$ cat src/rtl/dcpu16_alux.sv
// dcpu16_alux: multi-cycle DCPU16 execute ALU with a restoring divider for
// DIV/MOD, a valid/ready request port and a one-cycle completion pulse.
module dcpu16_alux #(
  parameter int DW = 16,
  parameter int CW = $clog2(2*DW+1)
) (
  input  logic          clk,
  input  logic          rst,
  input  logic          ena,
  input  logic          in_vld,
  output logic          in_rdy,
  input  logic [3:0]    opc,
  input  logic [DW-1:0] regA,
  input  logic [DW-1:0] regB,
  output logic          busy,
  output logic          done,
  output logic [DW-1:0] regR,
  output logic [DW-1:0] regO,
  output logic          CC
);

  typedef enum logic {IDLE, ITER} state_t;

  localparam logic [CW-1:0] LAST_MOD = CW'(DW - 1);
  localparam logic [CW-1:0] LAST_DIV = CW'(2*DW - 1);

  state_t          state, state_nxt;
  logic [CW-1:0]   cnt, cnt_nxt;
  logic [2*DW-1:0] dq, dq_nxt;      // dividend bits shifting out, quotient bits shifting in
  logic [DW-1:0]   rem, rem_nxt;    // partial remainder (always < divisor)
  logic [DW-1:0]   dvs, dvs_nxt;
  logic            is_div, is_div_nxt;
  logic [DW-1:0]   r_nxt, o_nxt;
  logic            cc_nxt, done_nxt;

  logic            accept;
  logic [DW:0]     add_full;
  logic [2*DW-1:0] mul_full, shl_full, shr_full;
  logic [DW:0]     part;
  logic            q_bit;
  logic [DW-1:0]   rem_step;
  logic [2*DW-1:0] dq_step;
  logic            last;

  assign busy   = (state == ITER);
  assign in_rdy = ~busy;
  assign accept = ena & in_vld & in_rdy;

  // Shift amounts of 2*DW or more naturally give zero in both halves.
  assign add_full = {1'b0, regA} + {1'b0, regB};
  assign mul_full = {{DW{1'b0}}, regA} * {{DW{1'b0}}, regB};
  assign shl_full = {{DW{1'b0}}, regA} << regB;
  assign shr_full = {regA, {DW{1'b0}}} >> regB;

  // One restoring step: bring down the next dividend bit, subtract if it fits.
  assign part     = {rem, dq[2*DW-1]};
  assign q_bit    = (part >= {1'b0, dvs});
  assign rem_step = q_bit ? DW'(part - {1'b0, dvs}) : part[DW-1:0];
  assign dq_step  = {dq[2*DW-2:0], q_bit};
  assign last     = (cnt == (is_div ? LAST_DIV : LAST_MOD));

  // Next-state, divider datapath and result selection.
  always_comb begin
    state_nxt  = state;
    cnt_nxt    = cnt;
    dq_nxt     = dq;
    rem_nxt    = rem;
    dvs_nxt    = dvs;
    is_div_nxt = is_div;
    r_nxt      = regR;
    o_nxt      = regO;
    cc_nxt     = CC;
    done_nxt   = 1'b0;
    unique case (state)
      IDLE: begin
        if (accept) begin
          done_nxt = 1'b1;
          cc_nxt   = (opc < 4'hC) ? 1'b1 : CC;
          case (opc)
            4'h0: r_nxt = regA;
            4'h1: r_nxt = regB;
            4'h2: begin
              r_nxt = add_full[DW-1:0];
              o_nxt = {{(DW-1){1'b0}}, add_full[DW]};
            end
            4'h3: begin
              r_nxt = regA - regB;
              o_nxt = (regA < regB) ? '1 : '0;
            end
            4'h4: begin
              r_nxt = mul_full[DW-1:0];
              o_nxt = mul_full[2*DW-1:DW];
            end
            4'h5, 4'h6: begin
              if (regB == '0) begin
                r_nxt = '0;
                if (opc == 4'h5) o_nxt = '0;
              end else begin
                done_nxt   = 1'b0;
                cc_nxt     = CC;
                state_nxt  = ITER;
                cnt_nxt    = '0;
                dq_nxt     = {regA, {DW{1'b0}}};
                rem_nxt    = '0;
                dvs_nxt    = regB;
                is_div_nxt = (opc == 4'h5);
              end
            end
            4'h7: begin
              r_nxt = shl_full[DW-1:0];
              o_nxt = shl_full[2*DW-1:DW];
            end
            4'h8: begin
              r_nxt = shr_full[2*DW-1:DW];
              o_nxt = shr_full[DW-1:0];
            end
            4'h9: r_nxt = regA & regB;
            4'hA: r_nxt = regA | regB;
            4'hB: r_nxt = regA ^ regB;
            4'hC: cc_nxt = (regA == regB);
            4'hD: cc_nxt = (regA != regB);
            4'hE: cc_nxt = (regA > regB);
            4'hF: cc_nxt = |(regA & regB);
            default: ;
          endcase
        end
      end
      ITER: begin
        dq_nxt  = dq_step;
        rem_nxt = rem_step;
        cnt_nxt = cnt + CW'(1);
        if (last) begin
          state_nxt = IDLE;
          cnt_nxt   = '0;
          done_nxt  = 1'b1;
          cc_nxt    = 1'b1;
          if (is_div) begin
            r_nxt = dq_step[2*DW-1:DW];
            o_nxt = dq_step[DW-1:0];
          end else begin
            r_nxt = rem_step;
          end
        end
      end
      default: state_nxt = IDLE;
    endcase
  end

  // State and output registers; everything freezes while ena is low.
  always_ff @(posedge clk) begin
    if (rst) begin
      state  <= IDLE;
      cnt    <= '0;
      dq     <= '0;
      rem    <= '0;
      dvs    <= '0;
      is_div <= 1'b0;
      regR   <= '0;
      regO   <= '0;
      CC     <= 1'b0;
      done   <= 1'b0;
    end else if (ena) begin
      state  <= state_nxt;
      cnt    <= cnt_nxt;
      dq     <= dq_nxt;
      rem    <= rem_nxt;
      dvs    <= dvs_nxt;
      is_div <= is_div_nxt;
      regR   <= r_nxt;
      regO   <= o_nxt;
      CC     <= cc_nxt;
      done   <= done_nxt;
    end
  end

endmodule

$ cat config.mk
export PLATFORM = sky130hd
export DESIGN_NAME = dcpu16_alux
export DESIGN_NICKNAME = d
export VERILOG_FILES = /design/src/rtl/dcpu16_alux.sv
export SDC_FILE = /design/constraint.sdc
export NUM_CORES = 1
export LEC_CHECK = 0
export ABC_AREA = 1
export BUFFER_PORTS_ARGS = -buffer_cell sky130_fd_sc_hd__buf_2
export CAP_MARGIN = 10
export CORE_MARGIN = 2
export CORE_UTILIZATION = 53
export DETAILED_ROUTE_END_ITERATION = 6
export GPL_TIMING_DRIVEN = 0
export PLACE_DENSITY = 0.74
export REMOVE_ABC_BUFFERS = 1
export SKIP_LAST_GASP = 1
export SLEW_MARGIN = 20
export SYNTH_ARGS = -nofsm -noshare
export SYNTH_HDL_FRONTEND = slang
export SYNTH_SLANG_ARGS = --single-unit
$ cat constraint.sdc
create_clock -name clk -period 8.6 [get_ports clk]
set_clock_uncertainty 0.05 [all_clocks]
set_input_delay 0.43 -clock clk [delete_from_list [all_inputs] [get_ports clk]]
set_output_delay 0.43 -clock clk [all_outputs]
set_load 0.1 [all_outputs]
# Word-level counts from Yosys, hierarchy flattened
# Cells that the tools add are included.
[totals]
input_bits = 40
word_cells = 109
output_inout_bits = 36
ff_bits = 106
[classes]
n_bitwise = 7
addsub = 4
n_lt_le_gt_ge = 4
shift = 2
reduce_logical = 9
n_eq_ne = 27
mux = 45
multipliers = 1
[op_table]
columns = ["cell", "count"]
rows = [
  ["$mux W16", 14],
  ["$pmux W16 S11", 1],
  ["$mux W32", 3],
  ["$pmux W16 S2", 3],
  ["$pmux W16 S6", 1],
  ["$pmux W32 S2", 1],
  ["$eq A4 B4 Y1 const B", 8],
  ["$mul A16 B16 Y32", 1],
  ["$shl A16 B16 Y32", 1],
  ["$shr A32 B16 Y32", 1],
  ["$sub A16 B16 Y16", 2],
  ["$mux W6", 4],
  ["$add A16 B16 Y17", 1],
  ["$ge A17 B16 Y1", 1],
  ["$and A16 B16 Y16", 1],
  ["$eq A16 B16 Y1", 1],
  ["$eq A4 B3 Y1 const B", 4],
  ["$gt A16 B16 Y1", 1],
  ["$logic_not A16 Y1", 1],
  ["$lt A16 B16 Y1", 1],
  ["$ne A16 B16 Y1", 1],
  ["$or A16 B16 Y16", 1],
  ["$reduce_or A16 Y1", 1],
  ["$xor A16 B16 Y16", 1],
  ["22 further kinds", 44],
]

# Logic depth before layout (Yosys ltp)
# Gate-level depths: netlist of the first run.
[logic_depth]
depth_word = 6
mapped_depth = 32
mapped_depth_nobuf = 29

# Least setup slack after synthesis of the first run
# Ideal clock, no wire load.
[synth_timing]
path_type = "input-to-reg"
from = "input regB[1]"
to = "register regO[0]"
required_time_ns = 8.428
t_arrival_ns = 5.971
cell_stages = 27
n_path_buf = 4
path_slack_ns = 2.457
path_cell_list = "buf_2 > buf_2 > buf_1 > clkbuf_1 > nand2_1 > fa_1 > fa_1 > fa_1 > fa_1 > inv_1 > fa_1 > inv_1 > fa_1 > inv_1 > ha_1 > nand2_1 > nand2_1 > o21bai_1 > a21oi_1 > nand2_1 > a21oi_1 > xor2_1 > nor2_1 > nor2_1 > nand4_1 > nand2_1 > a21oi_1"
[synth_between]
elab_chain_len = 5
[synth_lines]
columns = ["element", "line_no", "source"]
rows = [
  ["from (decl)", "14", "input logic [DW-1:0] regB,"],
  ["parallel branches: the longest is 5 deep, another holds $mul A16 B16 Y32", "n/a", ""],
  ["to (signal assigned)", "170", "regO <= o_nxt;"],
  ["to (decl)", "18", "output logic [DW-1:0] regO,"],
]
# Several ways; the timed one is not identified. The select of a mux whose other input is x is not followed.
# A chain may end at the register's enable or synchronous reset.

# Final worst setup path of the first run
[layout_timing]
from = "input regA[5]"
to = "register regR[12]"
[layout_between]
elab_chain_len = 4
[layout_lines]
columns = ["element", "line_no", "source"]
rows = [
  ["from (decl)", "13", "input logic [DW-1:0] regA,"],
  ["$mul A16 B16 Y32, or another cell as far along", "51", "assign mul_full = {{DW{1'b0}}, regA} * {{DW{1'b0}}, regB};"],
  ["$pmux W16 S11 *", "79", "case (opc)"],
  ["$mux W16 *", "76", "if (accept) begin"],
  ["$pmux W16 S2 *", "74", "unique case (state)"],
  ["to (signal assigned)", "169", "regR <= r_nxt;"],
  ["to (decl)", "17", "output logic [DW-1:0] regR,"],
]
# Mark *: on every way between the ends. The rest lies on a longest branch, timed or not. The select of a mux whose other input is x is not followed.

==> results of run 1 <==
-- flip-flops by register name, indices dropped and copies added (netlist names) --
name,flops
CC,1
busy,1
cnt,6
done,1
dq,32
dvs,16
is_div,1
regO,16
regR,16
rem,16
-- synth_stat cells, drive strengths merged (2+ instances only) --
library cell	n	area, um^2
a211oi	7	52.55
a21boi	2	15.01
a21o	8	60.06
a21oi	209	1046
a221oi	4	35.03
a311oi	2	17.52
a31oi	18	112.6
a32oi	2	17.52
and3	2	12.51
buf	79	457.9
clkbuf	88	331.6
clkinv	5	21.27
dfxtp	106	2122
fa	197	3944
ha	169	2115
inv	546	2049
nand2	926	3542
nand3	209	1091
nand3b	4	30.03
nand4	45	294.0
nor2	142	629.3
nor3	21	105.1
nor3b	3	22.52
nor4	8	50.05
o211ai	15	126.4
o21a	20	150.1
o21ai	211	1082
o21bai	3	22.52
o221ai	3	26.28
o22ai	12	75.07
o311ai	2	17.52
o31ai	3	22.52
or2	13	81.33
xnor2	14	122.6
xor2	6	52.55
-- report_power, final --
group	internal (mW)	leakage [nW]	total, mW	switching (mW)
clock network	0.232	0.151	0.435	0.203
logic	1.56	10.3	4.76	3.20
registers	0.507	0.860	0.517	0.0100
-- worst max-delay path: cells and delay by family --
family          cells  cell delay (ns)
simple gates        6             0.84
fa+ha+maj           8             3.79
buf+inv             6             0.81
compound gates      4             1.21
-- layer usage --
| metal | global-route usage | part of all wire | wire [um] | vias to the layer above |
|---|---|---|---|---|
| met3 | 0.06609 | 0.099 | 7484 | 255 |
| met4 | 0.2122 | 0.064 | 4811 | 0 |
| met1 | 0.5065 | 0.40 | 29970 | 9891 |
| met2 | 0.6191 | 0.44 | 33370 | 1141 |
| li1 | - | - | - | 9647 |
| met5 | 0 | 0 | 0 | - |
-- cell families after synthesis --
kind of cell,share of synthesized area
simple gates,0.2930
buf+inv,0.1429
fa+ha+maj,0.3026
mux,0.0005001
xor+xnor,0.008751
flops,0.1060
compound gates,0.1463
-- metrics by stage --
stage | power [mW] | hold slack, ns
after floorplan | 3.895 | 0.3851
after global placement | 5.094 | 0.3984
after detailed placement | 5.176 | 0.4053
after CTS | 5.637 | 0.4165
after global routing | 6.367 | 0.4394
final | 5.715 | 0.4156
-- cell type report --
cell class	instances	area (um^2)	share of cell area
antenna	1	2.502	0.0001207
clock buffer	9	225.2	0.01086
clock inverter	7	87.58	0.004224
inverter	551	2071	0.09987
multi-input combinational	2287	15060	0.7265
sequential	106	2123	0.1024
tap	511	639.4	0.03084
timing repair buffer	82	521.8	0.02516
-- how the worst max path moves through the flow --
stage	start	to	slack [ns]	cells past startpoint
after floorplan	regA[5]	regO[0]	3.25	24
after global placement	regB[1]	regR[12]	1.11	23
after CTS	regA[7]	regR[15]	1.92	22
final	regA[5]	regR[12]	1.71	24
after detailed placement	regA[5]	regR[12]	1.56	24
after global routing	regA[7]	regR[15]	1.63	22
==> impl_metrics.py, run 1 <==
metrics = {
    "final_layout": {
        "mostFrequentLayoutCells": "nand2_1 (908), inv_1 (527), a21oi_1 (209)",
        "layout-drive-gt1-share": 0.06147,
        "fill_cells": 3771,
        "nets": 3443,
        "post-route-util": 0.5544,
        "area_delta_synth_final_pct": 3.582,
        "final_cells": 3554,
        "layout_commonest_cell": "nand2_1",
        "final_area_mm2": 0.02073,
    },
    "floorplanning": {
        "die_x_um": 198.3,
        "ios": 76,
        "core.rowCount": 71,
        "die_y_um": 198.3,
        "core_region_area_mm2": 0.03740,
        "fp.dieArea_mm2": 0.03934,
        "start_util": 0.5352,
    },
    "sta": {
        "final.setup.tns_ns": 0,
        "final.setup.worst_slack_ns": 1.715,
        "rsz0062_at_grt": "false",
        "fmax_mhz": 145.2,
        "period_share": 0.8006,
        "finalCriticalPeriod_ns": 6.885,
        "tightest_slew_ns": 1.193,
        "setup_violations": 0,
        "slew_headroom": 0.2016,
        "slew_viol_final": 0,
        "hold_viol": 0,
    },
    "setup_path": {
        "cp_slowest_cell": "o21ai_0",
        "rrSetupSlack_ns": 5.49,
        "worstPathRequired_ns": 8.80,
        "slowest_delay_ns": 0.65,
        "r2r_start": "is_div",
        "crit_top_cell": "fa_1",
        "critical_path_class": "in -> reg",
        "rr_worst_depth": 10,
        "critPathLaunchType": "primary input",
        "crit_path_cell_trace": "buf_2 -> ha_1 -> fa_1 -> inv_1 -> fa_1 -> fa_1 -> fa_1 -> inv_1 -> fa_1 -> inv_1 -> fa_1 -> inv_1 -> ha_1 -> nand2_1 -> nand2_1 -> o21bai_1 -> a21oi_1 -> nand2_1 -> o21ai_0 -> nand4_1 -> o21ai_1 -> nand3_1 -> nand2_1 -> inv_1",
        "cp.arrival_ns": 7.09,
        "end_kind": "flip-flop",
        "timing.rr.end": "regR[0]",
        "cp_max_fo": 21,
    },
    "status": {
        "status": "finished, final reports clean",
    },
    "min_path": {
        "hold_class": "reg -> reg",
        "worstHoldEndpoint": "dvs[9]",
        "min_path_cells": 2,
        "hp-start": "dvs[9]",
    },
    "routing": {
        "drtPass1Iterations": 7,
        "wirelength_um": 75640,
        "vias": 20930,
        "viasPerCell": 5.890,
        "avgRoutedWirePerCell_um": 21.28,
        "drc": 0,
        "antenna_left": 0,
        "drt_iter0_markers": 2427,
    },
    "clocking": {
        "cts_resized": 0,
        "clk_pin_slew_ns": 0.08,
        "post_cts_buffers": 0,
        "clock-sinks": 106,
        "cts-buffers-inserted": 9,
        "cts_hold_buf": 0,
        "root_buffer": "clkbuf_16",
        "clock_latency_ns": 0.35,
        "clockBufferDepth": 2,
        "cts_htree_levels": 3,
        "cts_tree": "yes",
    },
    "placement": {
        "hpwl_um": 56690,
        "placed_area_mm2": 0.02041,
        "placedCellCount": 3537,
        "portBuffers": 75,
        "routabilityCongestion": 1.069,
        "place_ws_ns": 1.559,
    },
    "synth": {
        "syn_area_mm2": 0.02002,
        "synth-seq-cells": 106,
        "async_flop_share": 0,
        "synth_cell_types": 61,
        "synth_ff_type": "dfxtp_1",
        "syn_avg_cell_area_um2": 6.435,
        "ys_seq_area_frac": 0.1060,
        "synth_edf_count": 0,
        "ys_warn_count": 0,
        "synthCells": 3111,
    },
    "grt": {
        "grtUsageTotal": 0.3900,
        "overflow": 0,
        "grt_antenna_before_repair": 1,
        "first_global_vias": 20580,
        "grt_max_degree": 65,
        "grt_pass1_wl_um": 115900,
    },
    "power_and_ir_drop": {
        "power.static_leakage_nw": 11.28,
        "p_per_area_mw_per_mm2": 275.6,
        "ir_drop_v": 0.0003424,
    },
    "run": {
        "maxCapViolCount": 0,
    },
}
Power figures use the tool's default switching activity.
==> run 2, diff against run 1 <==
--- a/config.mk
+++ b/config.mk
@@ -5,14 +5,14 @@
 export SDC_FILE = /design/constraint.sdc
 export NUM_CORES = 1
 export LEC_CHECK = 0
-export ABC_AREA = 1
+export ABC_AREA = 0
 export BUFFER_PORTS_ARGS = -buffer_cell sky130_fd_sc_hd__buf_2
 export CAP_MARGIN = 10
 export CORE_MARGIN = 2
 export CORE_UTILIZATION = 53
 export DETAILED_ROUTE_END_ITERATION = 6
 export GPL_TIMING_DRIVEN = 0
-export PLACE_DENSITY = 0.74
+export PLACE_DENSITY = 0.77
 export REMOVE_ABC_BUFFERS = 1
 export SKIP_LAST_GASP = 1
 export SLEW_MARGIN = 20
==> constraint.sdc (replaced) <==
create_clock -name clk -period 6.1 [get_ports clk]
set_clock_uncertainty 0.05 [all_clocks]
set_input_delay 0.305 -clock clk [delete_from_list [all_inputs] [get_ports clk]]
set_output_delay 0.305 -clock clk [all_outputs]
set_load 0.1 [all_outputs]
==> run 2 against run 1 <==
Net effect:
- routed wire length is 12% higher
- register-to-register slack worse by 3.0 ns
- utilization is 5.0 points higher
- largest cell class unchanged
==> impl_metrics.py, run 2 <==
metrics = {
    "power_and_ir_drop": {
        "power_mw": 11.28,
        "p_per_area_mw_per_mm2": 511.8,
        "power.static_leakage_nw": 9.447,
        "ir_drop_v": 0.001133,
    },
    "synth": {
        "synthCells": 2547,
        "synth_ff_type": "dfxtp_1",
        "synthTopCellsByArea": "fa_1 (20%), dfxtp_1 (11%), ha_1 (11%)",
        "synth_commonest_cells": "nand2_1 (309), inv_1 (299), nor2_1 (268)",
        "yosysTopAreaCellShare": 0.2026,
        "syn_avg_cell_area_um2": 7.644,
        "syn_area_mm2": 0.01947,
        "ys_seq_area_frac": 0.1090,
        "synth_cell_types": 89,
        "synth-seq-cells": 106,
        "ys_warn_count": 0,
        "async_flop_share": 0,
        "yosysTopAreaCell": "fa_1",
        "yosysMostFrequentCell": "nand2_1",
        "synth_edf_count": 0,
    },
    "grt": {
        "grt_antenna_before_repair": 2,
        "grt_pass1_wl_um": 124600,
        "grt_max_degree": 66,
        "overflow": 0,
        "first_global_vias": 20020,
        "grtUsageTotal": 0.4364,
    },
    "floorplanning": {
        "die_y_um": 195.7,
        "core.rowCount": 70,
        "die_x_um": 195.7,
        "fp.dieArea_mm2": 0.03828,
        "start_util": 0.5344,
        "ios": 76,
        "core_region_area_mm2": 0.03643,
    },
    "sta": {
        "rsz0062_at_grt": "true",
        "period_share": 0.9996,
        "final.setup.tns_ns": 0,
        "finalCriticalPeriod_ns": 6.098,
        "tightest_slew_ns": 1.190,
        "slew_viol_final": 0,
        "hold_viol": 0,
        "fmax_mhz": 164.0,
        "slew_headroom": 0.2008,
        "final.setup.worst_slack_ns": 0.002358,
        "setup_violations": 0,
    },
    "min_path": {
        "hold_class": "in -> reg",
    },
    "routing": {
        "viasPerCell": 6.840,
        "antenna_left": 0,
        "vias": 20710,
        "wirelength_um": 84920,
        "drt_iter0_markers": 2739,
        "drc": 0,
        "avgRoutedWirePerCell_um": 28.05,
        "drtPass1Iterations": 7,
    },
    "final_layout": {
        "largest_register_ffs": 32,
        "mostFrequentLayoutCells": "nand2_1 (307), inv_1 (277), nor2_1 (245)",
        "layout_commonest_cell": "nand2_1",
        "fill_cells": 3259,
        "layout-drive-gt1-share": 0.1403,
        "largest-register": "dq",
        "nets": 2959,
        "area_delta_synth_final_pct": 13.19,
        "regArea_mm2": 0.002127,
        "multi_input_area_mm2": 0.01596,
        "final_area_mm2": 0.02204,
    },
    "setup_path": {
        "cp_max_fo": 16,
        "rrSetupSlack_ns": 2.48,
        "critical_path_class": "in -> reg",
        "worstPathRequired_ns": 6.32,
        "cp.arrival_ns": 6.32,
        "end_kind": "flip-flop",
        "critPathLaunchType": "primary input",
    },
    "clocking": {
        "cts_htree_levels": 3,
        "clock-sinks": 106,
        "clk_pin_slew_ns": 0.08,
        "root_buffer": "clkbuf_16",
        "clock_latency_ns": 0.36,
        "cts_hold_buf": 0,
        "clockBufferDepth": 2,
        "cts_tree": "yes",
        "cts-buffers-inserted": 9,
    },
    "placement": {
        "hpwl_um": 58670,
        "placed_area_mm2": 0.02001,
        "portBuffers": 75,
        "routabilityCongestion": 1.077,
        "place_ws_ns": -2.038,
    },
    "status": {
        "status": "finished, final reports clean",
    },
    "run": {
        "maxCapViolCount": 0,
    },
}
==> run 2: power by group <==
group / internal, mW / total, mW / switching (mW) / leakage [nW]
logic: 3.86 / 9.96 / 6.11 / 8.45
registers: 0.710 / 0.723 / 0.0138 / 0.860
clock network: 0.289 / 0.591 / 0.302 / 0.139
==> run 2: per-stage QoR <==
stage,hold WS (ns),instances,utilization
2_1_floorplan,0.3241,2373,-
3_3_place_gp,0.3927,2916,0.5419
3_5_place_dp,0.4028,2931,0.5492
4_1_cts,0.1975,2997,0.5849
5_1_grt,0.1973,3026,0.6047
6_report,0.1942,3028,0.6049
==> run 2: cells by family after synthesis <==
logic type | Yosys count | synth area share
AO/OA/AOI/OAI | 602 | 0.2113
adder cells (fa/ha/maj) | 366 | 0.3112
AND/OR/NAND/NOR | 859 | 0.1977
flip-flops | 106 | 0.1090
multiplexers | 88 | 0.05694
XOR/XNOR | 42 | 0.01889
buffers and inverters | 484 | 0.09505
==> run 2: final timing paths <==
check / from / endpoint / cells after the start
worst max-delay path: regB[8] / regO[10] / 21
worst min-delay path: regB[6] / dvs[6] / 3
worst max register to register: busy / regO[10] / 8
worst min register to register: dvs[6] / dvs[6] / 2
==> run 2: layer usage <==
metal  vias to the layer above  global-route usage  share of wire
met2                      1492              0.6731           0.43
met5                         -                   0              0
met3                       365              0.1150           0.13
met1                     10050              0.5560           0.37
met4                         0              0.2506          0.073
li1                       8806                   -              -
==> run 2: worst max-delay path, cell delays in order <==
cell	delay [ns]
buf_12	0.18
ha_4	0.19
clkinvlp_4	0.17
fa_2	0.55
inv_1	0.04
fa_1	0.47
fa_2	0.58
fa_2	0.43
fa_1	0.48
inv_1	0.05
fa_1	0.50
inv_2	0.05
ha_4	0.28
and3_4	0.22
and3_1	0.18
and3_4	0.23
nor2_4	0.07
o311ai_4	0.32
o41ai_2	0.12
or4_4	0.54
a2111oi_4	0.34
==> run 2: cell type report <==
class                      instances  share of cell area
tap                              468             0.02657
clock buffer                       9             0.01022
antenna                            2           0.0002271
inverter                         310             0.05848
timing repair inverter             2           0.0004542
timing repair buffer             167             0.08033
clock inverter                     7            0.003236
sequential                       106             0.09651
multi-input combinational       1957              0.7240
==> run 2: timing repair <==
| action | CTS | global route |
|---|---|---|
| gates cloned | 7 | 3 |
| setup buffers | 44 | 25 |
| resized for setup | 136 | 106 |
| endpoints found under the setup margin | 24 | 18 |
| pin swaps | 5 | 26 |
